**src/rtl/mul_issue_ctrl_if.sv**
```systemverilog
// Issue, multiplier and writeback signals of the multiply issue/writeback stage.
// MUL_PERF_CNT_EN adds the perf counter outputs.
interface mul_issue_ctrl_if #(
    parameter int XLEN       = 32,
    parameter int ROB_TAG_W  = 4,
    parameter int REG_ADDR_W = 5
);
    logic                  flush_i;
    logic                  issue_valid_i;
    logic                  issue_ready_o;
    logic [XLEN-1:0]       op_A_i;
    logic [XLEN-1:0]       op_B_i;
    logic [1:0]            ops_i;
    logic [REG_ADDR_W-1:0] rd_i;
    logic [ROB_TAG_W-1:0]  tag_i;
    logic [XLEN-1:0]       mul_A_o;
    logic [XLEN-1:0]       mul_B_o;
    logic [1:0]            mul_ops_o;
    logic                  mul_clk_en_o;
    logic [XLEN-1:0]       mul_result_i;
    logic                  wb_valid_o;
    logic                  wb_ready_i;
    logic [XLEN-1:0]       wb_result_o;
    logic [REG_ADDR_W-1:0] wb_rd_o;
    logic [ROB_TAG_W-1:0]  wb_tag_o;
    logic                  busy_o;
`ifdef MUL_PERF_CNT_EN
    logic [31:0]           perf_issued_o;
    logic [31:0]           perf_stall_o;
`endif

    modport slave (
        input  flush_i, issue_valid_i, op_A_i, op_B_i, ops_i, rd_i, tag_i,
        input  mul_result_i, wb_ready_i,
        output issue_ready_o, mul_A_o, mul_B_o, mul_ops_o, mul_clk_en_o,
        output wb_valid_o, wb_result_o, wb_rd_o, wb_tag_o, busy_o
`ifdef MUL_PERF_CNT_EN
        , output perf_issued_o, perf_stall_o
`endif
    );

    modport master (
        output flush_i, issue_valid_i, op_A_i, op_B_i, ops_i, rd_i, tag_i,
        output mul_result_i, wb_ready_i,
        input  issue_ready_o, mul_A_o, mul_B_o, mul_ops_o, mul_clk_en_o,
        input  wb_valid_o, wb_result_o, wb_rd_o, wb_tag_o, busy_o
`ifdef MUL_PERF_CNT_EN
        , input perf_issued_o, perf_stall_o
`endif
    );
endinterface

```
**src/rtl/mul_issue_ctrl.sv**
```systemverilog
// Issue/writeback control around a LATENCY-deep pipelined multiplier; results appear LATENCY edges after issue.
// A held writeback result freezes the whole pipe (and the multiplier via CE); MUL_PERF_CNT_EN adds perf counters.
module mul_issue_ctrl #(
    parameter int XLEN       = 32,
    parameter int LATENCY    = 3,
    parameter int ROB_TAG_W  = 4,
    parameter int REG_ADDR_W = 5
) (
    input  logic               clk_i,
    input  logic               rst_i,
    mul_issue_ctrl_if.slave    bus
);
    typedef struct packed {
        logic                  vld;
        logic [1:0]            op;
        logic [REG_ADDR_W-1:0] rd;
        logic [ROB_TAG_W-1:0]  tag;
    } stage_t;

    stage_t r_stage [LATENCY];
    logic   w_adv;
    logic   w_issue_rdy;
    logic   w_accept;
    logic   w_busy;
    stage_t w_out;

    assign w_out       = r_stage[LATENCY-1];
    // Only a valid result waiting on writeback can stall; a flush always moves.
    assign w_adv       = !(w_out.vld && !bus.wb_ready_i) || bus.flush_i;
    assign w_issue_rdy = w_adv && !bus.flush_i;
    assign w_accept    = bus.issue_valid_i && w_issue_rdy;

    assign bus.issue_ready_o = w_issue_rdy;
    assign bus.mul_clk_en_o  = w_adv;
    assign bus.mul_A_o       = bus.op_A_i;
    assign bus.mul_B_o       = bus.op_B_i;
    assign bus.mul_ops_o     = w_out.op;
    assign bus.wb_valid_o    = w_out.vld;
    assign bus.wb_result_o   = w_out.vld ? bus.mul_result_i : '0;
    assign bus.wb_rd_o       = w_out.rd;
    assign bus.wb_tag_o      = w_out.tag;
    assign bus.busy_o        = w_busy;

    always_comb begin
        w_busy = 1'b0;
        for (int i = 0; i < LATENCY; i++) begin
            w_busy = w_busy | r_stage[i].vld;
        end
    end

    always_ff @(posedge clk_i) begin
        if (rst_i) begin
            for (int i = 0; i < LATENCY; i++) begin
                r_stage[i] <= '0;
            end
        end else if (bus.flush_i) begin
            // Sideband fields stay put; only the valid bits die.
            for (int i = 0; i < LATENCY; i++) begin
                r_stage[i].vld <= 1'b0;
            end
        end else if (w_adv) begin
            r_stage[0].vld <= w_accept;
            r_stage[0].op  <= bus.ops_i;
            r_stage[0].rd  <= bus.rd_i;
            r_stage[0].tag <= bus.tag_i;
            for (int i = 1; i < LATENCY; i++) begin
                r_stage[i] <= r_stage[i-1];
            end
        end
    end

`ifdef MUL_PERF_CNT_EN
    logic [31:0] r_perf_issued;
    logic [31:0] r_perf_stall;

    always_ff @(posedge clk_i) begin
        if (rst_i) begin
            r_perf_issued <= '0;
            r_perf_stall  <= '0;
        end else begin
            if (w_accept) begin
                r_perf_issued <= r_perf_issued + 32'd1;
            end
            if (!w_adv && bus.issue_valid_i) begin
                r_perf_stall <= r_perf_stall + 32'd1;
            end
        end
    end

    assign bus.perf_issued_o = r_perf_issued;
    assign bus.perf_stall_o  = r_perf_stall;
`endif
endmodule
```
**src/flat_wrapper.sv**
```systemverilog
// flat-port wrapper written by rule: the top's interface ports become plain ports
module mul_issue_ctrl_flat 
#(
    parameter int XLEN       = 32,
    parameter int LATENCY    = 3,
    parameter int ROB_TAG_W  = 4,
    parameter int REG_ADDR_W = 5
)
  (clk_i, rst_i, bus_flush_i, bus_issue_valid_i, bus_op_A_i, bus_op_B_i, bus_ops_i, bus_rd_i, bus_tag_i, bus_mul_result_i, bus_wb_ready_i, bus_issue_ready_o, bus_mul_A_o, bus_mul_B_o, bus_mul_ops_o, bus_mul_clk_en_o, bus_wb_valid_o, bus_wb_result_o, bus_wb_rd_o, bus_wb_tag_o, bus_busy_o);
  mul_issue_ctrl_if #(.XLEN(XLEN), .ROB_TAG_W(ROB_TAG_W), .REG_ADDR_W(REG_ADDR_W)) bus_i ();
  input  logic clk_i;
  input  logic rst_i;
  input wire logic [$bits(bus_i.flush_i)-1:0] bus_flush_i;
  input wire logic [$bits(bus_i.issue_valid_i)-1:0] bus_issue_valid_i;
  input wire logic [$bits(bus_i.op_A_i)-1:0] bus_op_A_i;
  input wire logic [$bits(bus_i.op_B_i)-1:0] bus_op_B_i;
  input wire logic [$bits(bus_i.ops_i)-1:0] bus_ops_i;
  input wire logic [$bits(bus_i.rd_i)-1:0] bus_rd_i;
  input wire logic [$bits(bus_i.tag_i)-1:0] bus_tag_i;
  input wire logic [$bits(bus_i.mul_result_i)-1:0] bus_mul_result_i;
  input wire logic [$bits(bus_i.wb_ready_i)-1:0] bus_wb_ready_i;
  output wire logic [$bits(bus_i.issue_ready_o)-1:0] bus_issue_ready_o;
  output wire logic [$bits(bus_i.mul_A_o)-1:0] bus_mul_A_o;
  output wire logic [$bits(bus_i.mul_B_o)-1:0] bus_mul_B_o;
  output wire logic [$bits(bus_i.mul_ops_o)-1:0] bus_mul_ops_o;
  output wire logic [$bits(bus_i.mul_clk_en_o)-1:0] bus_mul_clk_en_o;
  output wire logic [$bits(bus_i.wb_valid_o)-1:0] bus_wb_valid_o;
  output wire logic [$bits(bus_i.wb_result_o)-1:0] bus_wb_result_o;
  output wire logic [$bits(bus_i.wb_rd_o)-1:0] bus_wb_rd_o;
  output wire logic [$bits(bus_i.wb_tag_o)-1:0] bus_wb_tag_o;
  output wire logic [$bits(bus_i.busy_o)-1:0] bus_busy_o;
  assign bus_i.flush_i = bus_flush_i;
  assign bus_i.issue_valid_i = bus_issue_valid_i;
  assign bus_i.op_A_i = bus_op_A_i;
  assign bus_i.op_B_i = bus_op_B_i;
  assign bus_i.ops_i = bus_ops_i;
  assign bus_i.rd_i = bus_rd_i;
  assign bus_i.tag_i = bus_tag_i;
  assign bus_i.mul_result_i = bus_mul_result_i;
  assign bus_i.wb_ready_i = bus_wb_ready_i;
  assign bus_issue_ready_o = bus_i.issue_ready_o;
  assign bus_mul_A_o = bus_i.mul_A_o;
  assign bus_mul_B_o = bus_i.mul_B_o;
  assign bus_mul_ops_o = bus_i.mul_ops_o;
  assign bus_mul_clk_en_o = bus_i.mul_clk_en_o;
  assign bus_wb_valid_o = bus_i.wb_valid_o;
  assign bus_wb_result_o = bus_i.wb_result_o;
  assign bus_wb_rd_o = bus_i.wb_rd_o;
  assign bus_wb_tag_o = bus_i.wb_tag_o;
  assign bus_busy_o = bus_i.busy_o;
  mul_issue_ctrl #(.XLEN(XLEN), .LATENCY(LATENCY), .ROB_TAG_W(ROB_TAG_W), .REG_ADDR_W(REG_ADDR_W)) u_core (.clk_i(clk_i), .rst_i(rst_i), .bus(bus_i));
endmodule
```
**config.mk**
```make
export PLATFORM = sky130hd
export DESIGN_NAME = mul_issue_ctrl_flat
export DESIGN_NICKNAME = d
export VERILOG_FILES = /design/src/rtl/mul_issue_ctrl_if.sv /design/src/rtl/mul_issue_ctrl.sv /design/src/flat_wrapper.sv
export SDC_FILE = /design/constraint.sdc
export NUM_CORES = 1
export LEC_CHECK = 0
export BUFFER_PORTS_ARGS = -buffer_cell sky130_fd_sc_hd__buf_2
export CORE_AREA = 2 2 85 87
export CTS_CLUSTER_SIZE = 14
export DETAILED_ROUTE_END_ITERATION = 12
export DIE_AREA = 0 0 87 89
export PLACE_DENSITY_LB_ADDON = 0.05
export SLEW_MARGIN = 20
export SYNTH_ARGS = -nofsm -noshare
export SYNTH_HDL_FRONTEND = slang
export SYNTH_SLANG_ARGS = --single-unit
```
**constraint.sdc**
```tcl
create_clock -name clk_i -period 8.9 [get_ports clk_i]
set_clock_uncertainty 0.05 [all_clocks]
set_input_delay 2.225 -clock clk_i [delete_from_list [all_inputs] [get_ports clk_i]]
set_output_delay 2.225 -clock clk_i [all_outputs]
set_load 0.05 [all_outputs]
```
==> flow_metrics.tcl <==
set metrics [dict create \
    grt_antenna_before_repair 0 \
    portBuffers 94 \
    dr.pass1.iters 4 \
    globalplace.congestion 0.7986 \
    synthesis.nets 310 \
    drive_gt1_share_pct 62.62 \
    r2r_start "u_core.r_stage[0][35]" \
    path_clk_slew_ns 0.07 \
    num-fill-cells 668 \
    nNetsFinal 325 \
    worstSkewPairLatency_ns 0.28 \
    avgSynthCellArea_sq_um 12.05 \
    rsz0062_at_grt "false" \
    area_growth_pct 1.259 \
    vias 1328 \
    drtIter0Drc 35 \
    start_util_pct 35.51 \
    cts_hold_buf 0 \
    core_sq_um 6719 \
    grt_usage_pct 15.34 \
    fin_crit_sh_pct 65.67 \
    grt_pass1_wl_microns 8611 \
    path_max_fanout 40 \
    worstMarginPinSlew_ns 1.053 \
    cts_setup_buffers 0 \
    clock-sinks 36 \
    cts_tree "built" \
    final_common_cell "buf_2" \
    chipHeight_microns 89 \
    ys_seq_area_share_pct 45.31 \
    final_cell_mix "buf_2, edfxtp_1, and2_1" \
    ctsResizeCount 0 \
    reg_top3 "u_core.r_stage x36" \
    globalRoute.totalOverflow 0 \
    hold_class "reg2reg" \
    vdd_drop_max_uv 71.39 \
    status "finished, final reports clean" \
    cp.arrival_ns 3.57 \
    hold_violations 0 \
    routed_wirelength_microns 6671 \
    clock.fmax_ghz 0.1711 \
    grt_pass1_vias 1337 \
    endpoint_kind "output pin" \
    worstSetupPathType "in2out" \
    synth.cell_area_sq_um 2386 \
    pin_count 223 \
    synth_seq_cells 36 \
    numCtsBuffers 5 \
    fin_ws_ns 3.056 \
    required_ns 6.63 \
    diodes 0 \
    drc 0 \
    tns_ns 0 \
    fin_crit_ns 5.844 \
    relSlewSlack_pct 29.78 \
    pre_cts_ws_ns 3.015 \
    die_w_microns 87 \
    yosysWarnings 0 \
    die-area_sq_um 7743 \
    postSynthCellCount 198 \
    power.leakage_nw 1.097 \
    synth_cell_types 15 \
    viasPerCell 4.517 \
    cp-start-kind "primary input" \
    largest_reg_flops 36 \
    startpoint "bus_wb_ready_i" \
    slew_violations 0 \
    htreeDepth 2 \
    row_count 30 \
    min-delay-start "u_core.r_stage[0][17]" \
    ant_nets 0 \
    p_per_area_nw_per_um2 148.4 \
    grt_max_degree 41 \
    top_register "u_core.r_stage" \
    maxCapViolCount 0 \
    cts_buffer_depth 2 \
    setup-violations-final 0 \
    wire_per_inst_microns 22.69 \
    cts_root_buffer "clkbuf_8" \
]
==> per-stage QoR <==
stage                     util [%]  cell area [sq um]  instances  hold WS (ns)  power, mW
final                        35.96               2416        294        0.5137     0.3585
after global routing         35.96               2416        294        0.5412     0.3726
after CTS                    35.96               2416        294        0.5189     0.3623
after detailed placement     34.67               2330        286        0.5050     0.2492
after global placement       34.67               2330        286        0.4938     0.2484
after floorplan                  -               2386        198        0.4875     0.3150
==> path summary, 6_finish.rpt <==
check	to	slack [ns]	cells past startpoint
hold reg to reg	u_core.r_stage[0][29]	0.51	1
setup / recovery	bus_mul_clk_en_o	3.06	4
hold / removal	u_core.r_stage[0][29]	0.51	1
setup reg to reg	u_core.r_stage[0][16]	6.11	2
==> area by class of cell <==
class	count	area, sq um	share of cell area [%]
timing repair buffer	94	470.5	19.47
clock inverter	3	17.52	0.7250
multi-input combinational	76	678.2	28.07
tap	80	100.1	4.143
clock buffer	5	68.82	2.848
sequential	36	1081	44.74
==> routing by layer <==
metal | global-route usage, % | up-vias | wire (microns)
met5 | 4.545 | - | 52
met4 | 3.409 | 2 | 62
met3 | 13.57 | 8 | 1291
met2 | 23.04 | 112 | 3161
met1 | 15.84 | 592 | 2103
li1 | - | 614 | -
==> Yosys cell counts (all sizes together) <==
cell type	number	area [sq um]
buf	83	628.1
edfxtp	36	1081
nor3b	36	420.4
and2	32	200.2
clkbuf	3	11.26
nor2	2	7.510
and2b	1	7.510
nand2	1	3.750
nand2b	1	6.260
o21bai	1	7.510
or2	1	6.260
or3	1	6.260
==> kinds of logic (layout without fill, tap and decap cells) <==
logic type	count (synthesis)	count (layout)	synth area share [%]
simple gates	75	75	27.58
compound gates	1	1	0.3147
flops	36	36	45.31
buf+inv	86	102	26.80
==> where the power goes <==
| group | switching, mW | internal, mW |
|---|---|---|
| clock | 0.0591 | 0.0546 |
| sequential | 0.00239 | 0.197 |
| combinational | 0.0286 | 0.0168 |
| total | 0.0900 | 0.268 |
==> critical path, cell delays in order <==
cell	delay (ns)
buf_2	0.09
and2b_2	0.90
nand2b_1	0.09
buf_2	0.25
Note: power is estimated with default switching activity, not from simulation.
